**src/rtl/fu_shift_pkg.sv**
```systemverilog
// ============================================================================
// Module      : fu_shift_pkg
// Description : Shared opcodes, FSM state encoding and widths for the shift
//               sequencer of the Mosaic functional unit.
// Revision    : 1.0 - initial release
// ============================================================================
`default_nettype none

package fu_shift_pkg;

  localparam int DATA_W  = 32;
  localparam int SHIFT_W = 5;

  localparam logic [1:0] OP_SLL = 2'b00;
  localparam logic [1:0] OP_SRL = 2'b01;
  localparam logic [1:0] OP_SRA = 2'b10;
  localparam logic [1:0] OP_ROR = 2'b11;

  typedef enum logic [2:0] {
    IDLE   = 3'd0,
    PASS_A = 3'd1,
    PASS_B = 3'd2,
    FINAL  = 3'd3,
    DONE   = 3'd4
  } state_e;

endpackage : fu_shift_pkg

`default_nettype wire

```
**src/rtl/shift_pass_decode.sv**
```systemverilog
// ============================================================================
// Module      : shift_pass_decode
// Description : Maps an opcode/amount/pass index onto barrel-shifter controls.
// Revision    : 1.0 - initial release
// ============================================================================
`default_nettype none

module shift_pass_decode
  import fu_shift_pkg::*;
(
  input  logic [1:0]         i_op_code,
  input  logic [SHIFT_W-1:0] i_op_amt,
  input  logic               i_second_pass,
  output logic [SHIFT_W-1:0] o_sh_s,
  output logic               o_sh_left,
  output logic               o_sh_log
);

  always_comb begin
    o_sh_s    = i_op_amt;
    o_sh_left = 1'b0;
    o_sh_log  = 1'b1;
    case (i_op_code)
      OP_SLL: o_sh_left = 1'b1;
      OP_SRA: o_sh_log  = 1'b0;
      OP_ROR: begin
        // Second rotate pass is a left shift by (32 - amt) mod 32.
        if (i_second_pass) begin
          o_sh_s    = SHIFT_W'(~i_op_amt + 1'b1);
          o_sh_left = 1'b1;
        end
      end
      default: ;
    endcase
  end

endmodule : shift_pass_decode

`default_nettype wire

```
**src/rtl/shift_seq.sv**
```systemverilog
// ============================================================================
// Module      : shift_seq
// Description : Valid/ready sequencer driving an external barrel shifter;
//               rotate-right is built from an SRL pass ORed with an SLL pass.
// Revision    : 1.0 - initial release
// ============================================================================
`default_nettype none

module shift_seq
  import fu_shift_pkg::*;
#(
  parameter int TAG_W = 4
) (
  input  logic               CLOCK,
  input  logic               RESET,
  input  logic               IN_VALID,
  output logic               IN_READY,
  input  logic [DATA_W-1:0]  IN_DATA,
  input  logic [SHIFT_W-1:0] IN_AMT,
  input  logic [1:0]         IN_OP,
  input  logic [TAG_W-1:0]   IN_TAG,
  output logic [DATA_W-1:0]  SH_X,
  output logic [SHIFT_W-1:0] SH_S,
  output logic               SH_LEFT,
  output logic               SH_LOG,
  input  logic [DATA_W-1:0]  SH_Z,
  output logic               OUT_VALID,
  input  logic               OUT_READY,
  output logic [DATA_W-1:0]  OUT_DATA,
  output logic [TAG_W-1:0]   OUT_TAG
);

  state_e             r_state;
  state_e             w_next_state;
  logic [DATA_W-1:0]  r_op_data;
  logic [SHIFT_W-1:0] r_op_amt;
  logic [1:0]         r_op_code;
  logic [TAG_W-1:0]   r_op_tag;
  logic [DATA_W-1:0]  r_partial;
  logic [DATA_W-1:0]  r_result;

  logic               w_drive;
  logic               w_second;
  logic               w_is_ror;
  logic [SHIFT_W-1:0] w_dec_s;
  logic               w_dec_left;
  logic               w_dec_log;

  assign w_is_ror = (r_op_code == OP_ROR);

  always_ff @(posedge CLOCK or posedge RESET) begin
    if (RESET) r_state <= IDLE;
    else       r_state <= w_next_state;
  end

  always_comb begin
    w_next_state = r_state;
    IN_READY     = 1'b0;
    OUT_VALID    = 1'b0;
    w_drive      = 1'b0;
    w_second     = 1'b0;
    case (r_state)
      IDLE: begin
        IN_READY = 1'b1;
        if (IN_VALID) w_next_state = PASS_A;
      end
      PASS_A: begin
        w_drive      = 1'b1;
        w_next_state = PASS_B;
      end
      PASS_B: begin
        if (w_is_ror) begin
          w_drive      = 1'b1;
          w_second     = 1'b1;
          w_next_state = FINAL;
        end else begin
          w_next_state = DONE;
        end
      end
      FINAL:   w_next_state = DONE;
      DONE: begin
        OUT_VALID = 1'b1;
        if (OUT_READY) w_next_state = IDLE;
      end
      default: w_next_state = IDLE;
    endcase
  end

  always_ff @(posedge CLOCK or posedge RESET) begin
    if (RESET) begin
      r_op_data <= '0;
      r_op_amt  <= '0;
      r_op_code <= '0;
      r_op_tag  <= '0;
      r_partial <= '0;
      r_result  <= '0;
    end else begin
      case (r_state)
        IDLE: begin
          if (IN_VALID) begin
            r_op_data <= IN_DATA;
            r_op_amt  <= IN_AMT;
            r_op_code <= IN_OP;
            r_op_tag  <= IN_TAG;
          end
        end
        PASS_B: begin
          if (w_is_ror) r_partial <= SH_Z;
          else          r_result  <= SH_Z;
        end
        FINAL:   r_result <= r_partial | SH_Z;
        default: ;
      endcase
    end
  end

  shift_pass_decode u_decode (
    .i_op_code    (r_op_code),
    .i_op_amt     (r_op_amt),
    .i_second_pass(w_second),
    .o_sh_s       (w_dec_s),
    .o_sh_left    (w_dec_left),
    .o_sh_log     (w_dec_log)
  );

  // Outside an active pass the shifter sees a neutral logical right shift by 0.
  assign SH_X     = r_op_data;
  assign SH_S     = w_drive ? w_dec_s    : '0;
  assign SH_LEFT  = w_drive ? w_dec_left : 1'b0;
  assign SH_LOG   = w_drive ? w_dec_log  : 1'b1;
  assign OUT_DATA = r_result;
  assign OUT_TAG  = r_op_tag;

endmodule : shift_seq

`default_nettype wire

```
**config.mk**
```make
export PLATFORM = sky130hd
export DESIGN_NAME = shift_seq
export DESIGN_NICKNAME = d
export VERILOG_FILES = /design/src/rtl/fu_shift_pkg.sv /design/src/rtl/shift_pass_decode.sv /design/src/rtl/shift_seq.sv
export SDC_FILE = /design/constraint.sdc
export NUM_CORES = 1
export LEC_CHECK = 0
export ABC_CLOCK_PERIOD_IN_PS = 3900
export BUFFER_PORTS_ARGS = -buffer_cell sky130_fd_sc_hd__buf_4
export CAP_MARGIN = 20
export CORE_ASPECT_RATIO = 1.4
export CORE_UTILIZATION = 46
export CTS_BUF_LIST = sky130_fd_sc_hd__clkbuf_16
export CTS_CLUSTER_SIZE = 28
export DETAILED_ROUTE_END_ITERATION = 6
export PLACE_DENSITY = 0.75
export SYNTH_ARGS = -nofsm -noshare
export SYNTH_HDL_FRONTEND = slang
export SYNTH_HIERARCHICAL = 1
export SYNTH_SLANG_ARGS = --single-unit
```
**constraint.sdc**
```tcl
create_clock -name CLOCK -period 3.9 [get_ports CLOCK]
set_input_delay 1.17 -clock CLOCK [delete_from_list [all_inputs] [get_ports CLOCK]]
set_output_delay 1.17 -clock CLOCK [all_outputs]
set_load 0.02 [all_outputs]
```
==> flow_metrics.py, run 1 <==
metrics = {
    "routing": {
        "drt-wirelength-per-cell_um": 14.9,
        "via_count": 3147,
        "drcViolationCount": 0,
        "first_pass_iters": 6,
        "routed_wl_mm": 9.54,
        "viasPerCell": 4.91,
        "ant_nets": 0,
        "drt_iter0_drc": 139,
    },
    "sta": {
        "max_freq_mhz": 319,
        "period_needed_ns": 3.13,
        "maxSlewHeadroom": 0.565,
        "slew_viol_final": 0,
        "setup_violations": 0,
        "worst_pin_slew_ns": 0.650,
        "rsz0062_at_grt": "no",
        "fin_crit_sh": 0.803,
        "tns_ns": 0,
        "hold_violations": 0,
        "fin_worst_skew_ns": 0.00395,
    },
    "critical_path": {
        "crit_type": "flop to output port",
        "arrival_ns": 1.96,
        "worstSetupEndpointType": "output port",
        "cp_max_fo": 7,
        "r2r-start": "r_op_code[1]$_DFFE_PP0P_",
        "start_kind": "flop",
        "startpoint": "r_state[0]$_DFFE_PP0P_",
        "required_ns": 2.73,
    },
    "power": {
        "ir_drop_mv": 0.348,
        "p_per_area_nw_per_um2": 865,
        "p_leak_nw": 3.23,
    },
    "synthesis": {
        "async_reset_ff_frac": 1.00,
        "netlist_area_um2": 4720,
        "netlist.area_leader.share": 0.584,
        "ys_seq_area_frac": 0.584,
        "synthXorXnorAreaFrac": 0.00371,
        "syn-num-nets": 428,
        "yosysTopAreaCell": "dfrtp_1",
        "synth_top_family_by_area": "multiplexers",
        "synthAdderAreaFrac": 0.0106,
        "synth-warning-count": 6,
        "synth_flop_cell": "dfrtp_1",
        "synthMuxAreaShare": 0.255,
        "synth-seq-cells": 110,
        "synth_enable_flop_cells": 0,
        "syn_inst": 345,
        "synthSimpleGateAreaFrac": 0.0363,
        "synth-compound-area-share": 0.0462,
        "synth_area_leaders": "dfrtp_1 58%, mux2_2 16%, mux2i_1 6.8%, a21oi_1 3.6%, inv_1 3.2%",
        "yosysUniqueCellTypes": 32,
        "syn_area_per_cell_um2": 13.7,
    },
    "run": {
        "drv_cap": 0,
    },
    "cts": {
        "cts_tree": "done",
        "cts_resized": 0,
        "cts_sinks": 110,
        "cts-root-buf": "clkbuf_16",
        "numCtsBuffers": 9,
        "clkLatencyLatePin_ns": 0.34,
        "path_clk_slew_ns": 0.07,
        "clk_path_buf_depth": 2,
        "hold_buffers": 0,
        "cts_setup_buffers": 0,
        "cts_htree_levels": 3,
    },
    "grt": {
        "grt_overflow": 0,
        "antenna_found_initial": 0,
        "grt_util_met2": 0.335,
        "busiest_layer": "met2",
        "track_usage": 0.188,
        "grt_max_degree": 44,
        "use_met1": 0.219,
        "grt_util_met3": 0.0454,
        "grt_pass1_vias": 3251,
        "grt_pass1_wl_mm": 15.3,
    },
    "floorplanning": {
        "initial_core_util": 0.474,
        "coreArea_um2": 9950,
        "die_w_um": 87.6,
        "pin_count": 156,
        "rows": 43,
        "die-area_um2": 10700,
        "die_h_um": 122,
    },
    "finish": {
        "nets": 584,
        "syn2layout_area_growth_pct": 33.1,
        "layout-drive-gt1-share": 0.514,
        "layout.cells.non_filler": 641,
        "antenna_cells": 0,
    },
    "status": {
        "status": "finished clean",
    },
    "placed_design": {
        "dpl.cell_count": 625,
        "port_buffers": 155,
        "hpwl_mm": 6.93,
        "gp_congestion": 0.785,
    },
    "min_path": {
        "hp-class": "flop to flop",
        "min_from": "r_partial[24]$_DFFE_PP0N_",
    },
}
==> worst paths after layout <==
path                       cells past startpoint                        end  slack, ns
setup / recovery                               7                    SH_S[1]       0.77
hold / removal                                 1  r_partial[24]$_DFFE_PP0N_       0.51
setup reg to reg                               4   OUT_DATA[17]$_DFFE_PP0P_       1.94
hold reg to reg                                1  r_partial[24]$_DFFE_PP0N_       0.51
max in group asynchronous                      3        SH_X[2]$_DFFE_PP0P_       2.48
min in group asynchronous                      2       SH_X[14]$_DFFE_PP0P_       0.83
==> state kept, by name, summed over array words and instances (netlist names) <==
name	cells
r_op_amt	5
r_state	3
SH_X	32
r_partial	32
r_op_code	2
OUT_TAG	4
OUT_DATA	32
==> where the power goes <==
part	switching (mW)	internal (mW)	leakage [nW]
Sequential	0.359	1.73	1.29
Combinational	1.20	1.22	1.79
Clock	0.418	0.508	0.153
==> through the flow <==
stage	hold slack, ns	util	area, um^2	power [mW]	worst slack (ns)
final	0.507	0.631	6280	5.43	0.767
after global routing	0.524	0.631	6280	5.77	0.651
after CTS	0.510	0.631	6280	5.50	0.750
after global placement	0.487	0.598	5960	4.45	1.21
after floorplan	0.480	-	4720	3.66	1.08
after detailed placement	0.493	0.600	5980	4.56	1.13
==> worst max-delay path: stages (launching register included) <==
cell and delay, ns:
dfrtp_1 0.47, nor2_1 0.16, nand4_2 0.13, inv_1 0.18, nand2_1 0.10, mux2_4 0.30, and2_1 0.14, buf_4 0.15
==> cell usage in the layout, fill, tap and decap left out <==
master / instances
a21bo_2: 1
a21oi_1: 34
and2_1: 6
and2_4: 1
and2b_1: 1
and3b_1: 1
buf_12: 2
buf_4: 159
bufinv_16: 1
clkbuf_16: 9
clkinv_2: 2
clkinvlp_4: 1
dfrtp_1: 110
ha_1: 4
inv_1: 39
inv_6: 3
inv_8: 1
mux2_2: 69
mux2_4: 7
mux2i_1: 32
nand2_1: 5
nand2b_1: 1
nand3b_1: 2
nand4_2: 1
nand4b_1: 1
nand4bb_1: 1
nor2_1: 3
nor3_2: 1
nor3b_1: 1
o211ai_1: 1
o21ai_0: 1
o21ai_4: 1
o311ai_2: 1
or2b_1: 1
xnor2_1: 2
==> layer usage <==
| layer | vias up | part of all wire |
|---|---|---|
| li1 | 1477 | - |
| met1 | 1539 | 0.41 |
| met2 | 124 | 0.52 |
| met3 | 7 | 0.059 |
| met4 | 0 | 0.010 |
| met5 | - | 0 |
==> logic make-up after synthesis <==
logic type,count (synthesis)
DFF,110
muxes,108
buffers and inverters,56
AOI/OAI and AO/OA,39
and+or+nand+nor,26
adders and majority gates,4
xor gates and xnor gates,2
==> cell type report <==
type                       instances  area (um^2)
sequential                       110         2750
clock inverter                     7         77.6
inverter                          40          154
multi-input combinational        179         1670
clock buffer                       9          225
timing repair buffer             161         1230
tap                              135          169
fill                             795         3670
==> synth_stat cells (2+ instances only) <==
| cell | instances |
|---|---|
| a21oi_1 | 34 |
| and2_1 | 6 |
| buf_12 | 4 |
| buf_2 | 6 |
| buf_4 | 4 |
| dfrtp_1 | 110 |
| ha_1 | 4 |
| inv_1 | 40 |
| mux2_2 | 69 |
| mux2_4 | 7 |
| mux2i_1 | 32 |
| nand2_1 | 5 |
| nand3b_1 | 2 |
| nor2_1 | 3 |
| xnor2_1 | 2 |
No activity file was read; power rests on OpenSTA's default activity.
==> run 2: changes to the inputs <==
- ABC_CLOCK_PERIOD_IN_PS: 3900 -> 2900
- CORE_UTILIZATION: 46 -> 50
- PLACE_DENSITY: 0.75 -> 0.77
- clock period: 3.9 -> 2.9 ns (I/O delays scaled with it)
==> flow_metrics.py, run 2 (synthesis gave the netlist of run 1 again) <==
metrics = {
    "status": {
        "status": "complete, but fails checks",
        "failed_checks": "DRC",
    },
    "finish": {
        "nets": 582,
        "layout_commonest_cell": "buf_4",
        "final_area_um2": 6220,
        "fin_util": 0.685,
        "final_cell_mix": "157 x buf_4, 110 x dfrtp_1, 69 x mux2_2",
        "layout-drive-gt1-share": 0.512,
        "antenna_cells": 0,
        "syn2layout_area_growth_pct": 31.8,
    },
    "sta": {
        "worst_pin_slew_ns": 0.615,
        "rsz0062_at_grt": "no",
        "max_freq_mhz": 363,
        "fin_crit_sh": 0.951,
        "setup_violations": 0,
        "fin_worst_skew_ns": 0.00592,
        "maxSlewHeadroom": 0.588,
        "tns_ns": 0,
        "slew_viol_final": 0,
        "hold_violations": 0,
        "setup_slack_ns": 0.142,
        "period_needed_ns": 2.76,
    },
    "routing": {
        "first_pass_iters": 6,
        "drt_iter0_drc": 204,
        "viasPerCell": 5.05,
        "drcViolationCount": 34,
        "via_count": 3086,
        "routed_wl_mm": 9.30,
        "drt-wirelength-per-cell_um": 15.2,
        "ant_nets": 0,
    },
    "placed_design": {
        "dpl_cell_area_um2": 5930,
        "hpwl_mm": 6.45,
        "preCtsSetupSlack_ns": 0.449,
        "port_buffers": 155,
        "gp_congestion": 0.714,
    },
    "floorplanning": {
        "rows": 41,
        "die-area_um2": 9830,
        "initial_core_util": 0.519,
        "coreArea_um2": 9080,
        "pin_count": 156,
        "die_w_um": 84.1,
        "die_h_um": 117,
    },
    "cts": {
        "cts_sinks": 110,
        "clk_path_buf_depth": 2,
        "cts_tree": "done",
        "path_clk_slew_ns": 0.07,
        "clkLatencyLatePin_ns": 0.34,
        "cts_htree_levels": 3,
        "cts-root-buf": "clkbuf_16",
        "numCtsBuffers": 9,
        "cts_setup_buffers": 0,
    },
    "critical_path": {
        "arrival_ns": 1.89,
        "crit_type": "flop to output port",
        "cp_max_fo": 7,
        "start_kind": "flop",
        "worstSetupEndpointType": "output port",
        "required_ns": 2.03,
    },
    "grt": {
        "grt_pass1_wl_mm": 15.0,
        "antenna_found_initial": 0,
        "track_usage": 0.196,
        "grt_max_degree": 111,
        "grt_pass1_vias": 3206,
        "grt_overflow": 0,
    },
    "min_path": {
        "hp-class": "flop to flop",
    },
    "power": {
        "p_leak_nw": 3.21,
        "ir_drop_mv": 0.621,
        "p_per_area_nw_per_um2": 1170,
        "finalPower_mw": 7.25,
    },
    "run": {
        "drv_cap": 0,
    },
}
run 2: changes by cell type in the layout (fill, tap and decap cells not counted):
cell        delta
inv_6          -3
buf_4          -2
clkinv_1       +1
clkinv_2       +1
clkinv_4       +1
clkinvlp_4     +1
inv_1          -1
inv_2          +1
inv_8          -1
run 2: final cells by class:
cell class / instances / area (um^2)
Clock buffer: 9 / 225
Clock inverter: 7 / 65.1
Fill cell: 649 / 2860
Inverter: 40 / 154
Multi-Input combinational cell: 179 / 1670
Sequential cell: 110 / 2750
Tap cell: 107 / 134
Timing Repair Buffer: 159 / 1220
run 2: power breakdown:
group | leakage (nW) | internal [mW] | switching, mW | total [mW]
clock network | 0.143 | 0.664 | 0.532 | 1.20
registers | 1.29 | 2.33 | 0.477 | 2.81
logic | 1.78 | 1.65 | 1.60 | 3.25
total | 3.21 | 4.64 | 2.61 | 7.25
run 2: final timing paths:
| path | from | depth (start not counted) | slack (ns) | endpoint |
|---|---|---|---|---|
| worst max register to register | r_state[0]$_DFFE_PP0P_ | 3 | 1.05 | SH_X[18]$_DFFE_PP0P_ |
| max in group asynchronous | RESET | 3 | 1.77 | OUT_DATA[8]$_DFFE_PP0P_ |
| min in group asynchronous | RESET | 3 | 0.68 | r_partial[7]$_DFFE_PP0N_ |
| worst min register to register | r_partial[4]$_DFFE_PP0N_ | 1 | 0.51 | r_partial[4]$_DFFE_PP0N_ |
| worst max-delay path | r_state[0]$_DFFE_PP0P_ | 7 | 0.14 | SH_S[1] |
| worst min-delay path | r_partial[4]$_DFFE_PP0N_ | 1 | 0.51 | r_partial[4]$_DFFE_PP0N_ |
run 2: timing repair:
action | CTS | global route
resized for setup | 0 | 1
hold buffers | 0 | 0
endpoints found under the setup margin | 0 | 1
run 2: per-layer routing:
metal	wire (um)	vias to the layer above	track usage
met1	3790	1496	0.227
li1	-	1472	-
met2	4580	109	0.340
met4	143	0	0.0724
met5	0	-	0
met3	780	9	0.0659
run 2: through the flow:
step           hold WS [ns]  instances
2_1_floorplan         0.480        345
3_3_place_gp          0.487        595
3_5_place_dp          0.494        595
4_1_cts               0.510        611
5_1_grt               0.520        611
6_report              0.508        611
run 2: critical path: stages (launching register included):
cell and delay [ns]:
dfrtp_1 0.46, nor2_1 0.15, nand4_2 0.13, inv_2 0.14, nand2_1 0.09, mux2_4 0.30, and2_1 0.13, buf_4 0.15
